`config.mk`:
```
export PLATFORM = sky130hd
export DESIGN_NAME = demux4_16b_reg
export DESIGN_NICKNAME = d
export VERILOG_FILES = /design/src/rtl/demux4_16b_reg_pkg.sv /design/src/rtl/demux4_16b_reg_lane.sv /design/src/rtl/demux4_16b_reg.sv
export SDC_FILE = /design/constraint.sdc
export NUM_CORES = 1
export LEC_CHECK = 0
export CORE_MARGIN = 2
export CORE_UTILIZATION = 42
export CTS_BUF_LIST = sky130_fd_sc_hd__clkbuf_8
export CTS_CLUSTER_SIZE = 40
export DETAILED_ROUTE_END_ITERATION = 8
export PLACE_DENSITY_LB_ADDON = 0.1
export SLEW_MARGIN = 40
export SYNTH_ARGS = -nofsm -noshare
export SYNTH_HDL_FRONTEND = slang
export SYNTH_SLANG_ARGS = --single-unit
```
`constraint.sdc`:
```
create_clock -name clk -period 1.1 [get_ports clk]
set_input_delay 0.22 -clock clk [delete_from_list [all_inputs] [get_ports clk]]
set_output_delay 0.22 -clock clk [all_outputs]
set_load 0.05 [all_outputs]
```
`src/rtl/demux4_16b_reg_pkg.sv`:
```
// Shared definitions for the registered 1-to-4 demultiplexer and its lanes.
package demux4_16b_reg_pkg;

    typedef enum logic {
        LANE_EMPTY = 1'b0,
        LANE_FULL  = 1'b1
    } lane_state_t;

    localparam int unsigned LANES = 4;

endpackage

```
`src/rtl/demux4_16b_reg_lane.sv`:
```
// One demux output lane: data register plus EMPTY/FULL handshake state.
module demux_lane
    import demux4_16b_reg_pkg::*;
#(
    parameter int unsigned      WIDTH     = 16,
    parameter logic [WIDTH-1:0] RESET_VAL = '0
) (
    input  logic             clk,
    input  logic             reset,
    input  logic             wr,
    input  logic [WIDTH-1:0] d,
    input  logic             ack,
    output logic [WIDTH-1:0] q,
    output logic             valid
);

    lane_state_t state, state_next;

    always_ff @(posedge clk) begin
        if (reset) state <= LANE_EMPTY;
        else       state <= state_next;
    end

    // Data is only ever replaced by a write; a drain leaves it in place.
    always_ff @(posedge clk) begin
        if (reset)   q <= RESET_VAL;
        else if (wr) q <= d;
    end

    always_comb begin
        state_next = state;
        case (state)
            LANE_EMPTY: if (wr)         state_next = LANE_FULL;
            LANE_FULL:  if (!wr && ack) state_next = LANE_EMPTY;
            default:                    state_next = LANE_EMPTY;
        endcase
    end

    assign valid = (state == LANE_FULL);

endmodule

```
`src/rtl/demux4_16b_reg.sv`:
```
// Registered 1-to-4 demultiplexer with per-lane valid/ack handshake.
// Optional broadcast write enabled by defining DEMUX_BROADCAST_EN.
module demux4_16b_reg
    import demux4_16b_reg_pkg::*;
#(
    parameter int unsigned      WIDTH     = 16,
    parameter logic [WIDTH-1:0] RESET_VAL = '0
) (
    input  logic             clk,
    input  logic             reset,
    input  logic [WIDTH-1:0] a,
    input  logic [1:0]       sel,
    input  logic             in_valid,
`ifdef DEMUX_BROADCAST_EN
    input  logic             bcast,
`endif
    output logic             in_ready,
    output logic [WIDTH-1:0] o0,
    output logic [WIDTH-1:0] o1,
    output logic [WIDTH-1:0] o2,
    output logic [WIDTH-1:0] o3,
    output logic [3:0]       o_valid,
    input  logic [3:0]       o_ack
);

    logic             bcast_i;
    logic [LANES-1:0] lane_ready;
    logic [LANES-1:0] wr;
    logic             fire;
    logic [WIDTH-1:0] q [LANES];

`ifdef DEMUX_BROADCAST_EN
    assign bcast_i = bcast;
`else
    assign bcast_i = 1'b0;
`endif

    // A lane can accept if it is empty or is being drained this cycle.
    assign lane_ready = ~o_valid | o_ack;
    assign in_ready   = bcast_i ? (&lane_ready) : lane_ready[sel];
    assign fire       = in_valid & in_ready;

    always_comb begin
        wr = '0;
        for (int unsigned n = 0; n < LANES; n++) begin
            wr[n] = fire & (bcast_i | (sel == 2'(n)));
        end
    end

    for (genvar g = 0; g < LANES; g++) begin : g_lane
        demux_lane #(
            .WIDTH     (WIDTH),
            .RESET_VAL (RESET_VAL)
        ) u_lane (
            .clk   (clk),
            .reset (reset),
            .wr    (wr[g]),
            .d     (a),
            .ack   (o_ack[g]),
            .q     (q[g]),
            .valid (o_valid[g])
        );
    end

    assign o0 = q[0];
    assign o1 = q[1];
    assign o2 = q[2];
    assign o3 = q[3];

endmodule
```
==> results of run 1 <==
-- Yosys cell counts --
library cell	n	area [sq um]
a21oi_1	4	20.0
and3_4	1	11.3
and4_2	1	10.0
buf_4	5	37.5
buf_6	5	56.3
buf_8	1	15.0
clkbuf_1	9	33.8
dfxtp_1	68	1360
mux2i_1	64	641
mux4_1	1	26.3
nand2b_1	84	526
nand3_1	1	5.00
nand3b_1	1	7.51
nand4_2	1	12.5
nand4b_1	1	8.76
nor2b_4	1	13.8
-- worst paths after layout --
| check | startpoint | endpoint | depth (start not counted) |
|---|---|---|---|
| max reg2reg | g_lane[0].u_lane.valid | g_lane[0].u_lane.q[10] | 6 |
| min reg2reg | g_lane[2].u_lane.q[6] | g_lane[2].u_lane.q[6] | 2 |
| max | g_lane[1].u_lane.valid | in_ready | 3 |
| min | reset | g_lane[1].u_lane.valid | 3 |
-- metrics by stage --
step                      hold WS, ns  utilization, %  instance area (sq um)  setup TNS (ns)
after floorplan                 0.427               -                   2790          -0.133
after global placement          0.496            71.7                   4580          -27.05
after detailed placement        0.500            71.7                   4580          -29.64
after CTS                       0.332            80.1                   5110           -5.63
after global routing            0.369            81.2                   5180           -7.98
final                           0.359            81.2                   5180           -5.05
-- final cells by class --
type / instances / area (sq um) / area share [%]
repair buffers: 130 / 2080 / 40.0
clock inverters: 6 / 87.6 / 1.69
clock buffers: 10 / 138 / 2.66
well taps: 77 / 96.3 / 1.86
flip-flops and latches: 68 / 1460 / 28.2
multi-input cells: 160 / 1330 / 25.6
-- power by group --
part / internal, mW / switching (mW) / total (mW)
registers: 2.56 / 0.0946 / 2.65
logic: 0.644 / 0.577 / 1.22
clock network: 1.33 / 0.989 / 2.32
-- metal layers --
| metal | wire length [um] | GRT usage, % |
|---|---|---|
| met5 | 0 | 0 |
| met4 | 155 | 8.51 |
| met3 | 582 | 8.66 |
| met2 | 4060 | 36.0 |
| met1 | 3160 | 27.6 |
-- logic make-up (layout without fill, tap and decap cells) --
group / after synthesis / count (layout) / synth area share [%]
compound gates: 4 / 4 / 0.719
buf+inv: 20 / 146 / 5.12
flops: 68 / 68 / 48.9
mux: 65 / 65 / 23.9
simple gates: 91 / 91 / 21.3
-- worst min-delay path, stage by stage --
cell and delay, ns:
buf_2 0.16, buf_4 0.24, a21oi_2 0.04
-- state kept, by name, summed over array words and instances (netlist names) --
register	flops
g_lane.u_lane.q	64
g_lane.u_lane.valid	4
-- what timing repair did --
item,4_1_cts,5_1_grt
resized for setup,91,18
endpoints found under the setup margin,131,87
gates cloned,4,1
hold buffers,0,0
buffers inserted,9,11
pin swaps,3,1
-- placed cells by master (no fill, tap or decap), drive strengths merged --
cell type      netlist  routed
buf                 11     105
nand2b              84      84
dfxtp               68      68
mux2i               64      64
clkdlybuf4s50        0      16
clkbuf               9      12
dlygate4sd2          0       6
a21oi                4       4
clkinvlp             0       3
bufinv               0       2
mux4                 1       1
and4                 1       1
nor2b                1       1
and3                 1       1
nand3                1       1
nand4b               1       1
nand3b               1       1
nand4                1       1
clkinv               0       1
dlymetal6s2s         0       1
==> summary.txt, run 1 <==
Clocking
  • Clock sinks: 68
  • CTS buffer count: 9
  • CTS root buf: clkbuf_8
  • TritonCTS clock tree: yes
  • Clock buffer depth: 2
  • Clk Latency, worst-skew pair: 0.35 ns
  • Clock transition at the registers of the reported paths: 0.07 ns
  • H-Tree Depth: 3

STA
  • Slack of the critical path: -0.531 ns
  • Slew HR: 77.4%
  • Final setup viols: 66
  • FMAX: 613 MHz
  • Clk_skew: 0.00508 ns
  • Final Hold Vio Count: 0
  • RSZ-0062 raised after global routing: yes
  • Worst slew pin tran: 0.340 ns
  • Crit share post-route: 148%
  • Shortest period the worst path allows: 1.63 ns
  • Final Max Tran Viols: 0

Setup path
  • Worst path bufs/invs: 1
  • Critical Path RT: 0.88 ns
  • Cell Chain, Critical Path: nand2b_4 -> mux4_2 -> buf_8
  • Slowest-stage cell, CP: mux4_2
  • Crit path max-delay family: multiplexers
  • Worst EP arrival: 1.41 ns
  • Worst Setup Start Kind: flip-flop
  • Worst Setup Path Type: flip-flop to primary output
  • FF-to-FF setup slack: -0.16 ns
  • Max incr delay on CP: 0.47 ns
  • Critical path peak fanout: 2
  • Worst Setup End Kind: primary output

Floorplan
  • Boundary pin count: 94
  • Row count: 29
  • Initial Util: 43.6%
  • Die W: 85.4 um
  • Die Height: 85.4 um
  • Core Area: 6390 sq um
  • Die area: 7300 sq um

Synth
  • Cell area after synthesis: 2790 sq um
  • Sequential cell area fraction in the yosys report: 48.9%
  • Syn Nets: 273
  • Mapped Avg Cell Area: 11.2 sq um
  • Yosys cell types: 16
  • #FFs+latches synth: 68
  • Syn. warnings: 0
  • Post-Synthesis Cells: 248

Outcome
  • Status: complete, but fails checks
  • Violated checks: negative setup slack

Power and ir drop
  • Design Power: 6.19 mW
  • Static leakage power: 2.30 nW
  • Max IR drop VDD: 0.826 mV
  • Power per cell area: 1190 nW/um^2

Detailed routing
  • DR vias/cell: 4.92
  • Total wire length: 7960 um
  • Vias after detailed routing: 2217
  • WL/cell: 17.6 um
  • First-pass DRT Iterations: 4
  • DRC viols: 0
  • DRT iter0 DRCs: 68
  • Post-route ant nets: 0

Final layout
  • Share of post-route cells with drive strength above 1: 54.0%
  • Layout Area Growth over Synthesis: 86.1%
  • Filler cell count: 344
  • Diodes inserted: 0
  • Non-filler cells, final: 451
  • Nets: 394

Placement
  • Cell total after placement: 417
  • Post-DP HPWL: 4670 um
  • Placer Congestion: 0.711
  • Buffers on Ports: 93
  • Pre-CTS setup slack: -0.560 ns

GRT
  • First-pass GRT wire length: 12500 um
  • All-Layer GR Usage: 22.6%
  • GRT overflow: 0
  • Vias in the first global route: 2282
  • Antenna violations before repair: 0
  • Largest net degree at the start of global routing: 43

Job
  • Maxcap violations: 0

Worst hold path
  • Hold Crit Class: input port to flip-flop
Power figures use the tool's default switching activity.
==> run 2: changes to the inputs <==
--- a/config.mk
+++ b/config.mk
@@ -5,6 +5,7 @@
 export SDC_FILE = /design/constraint.sdc
 export NUM_CORES = 1
 export LEC_CHECK = 0
+export CAP_MARGIN = 20
 export CORE_MARGIN = 2
 export CORE_UTILIZATION = 42
 export CTS_BUF_LIST = sky130_fd_sc_hd__clkbuf_8
==> results of run 2 <==
No change in the layout: final DEF, timing and power equal those of run 1.
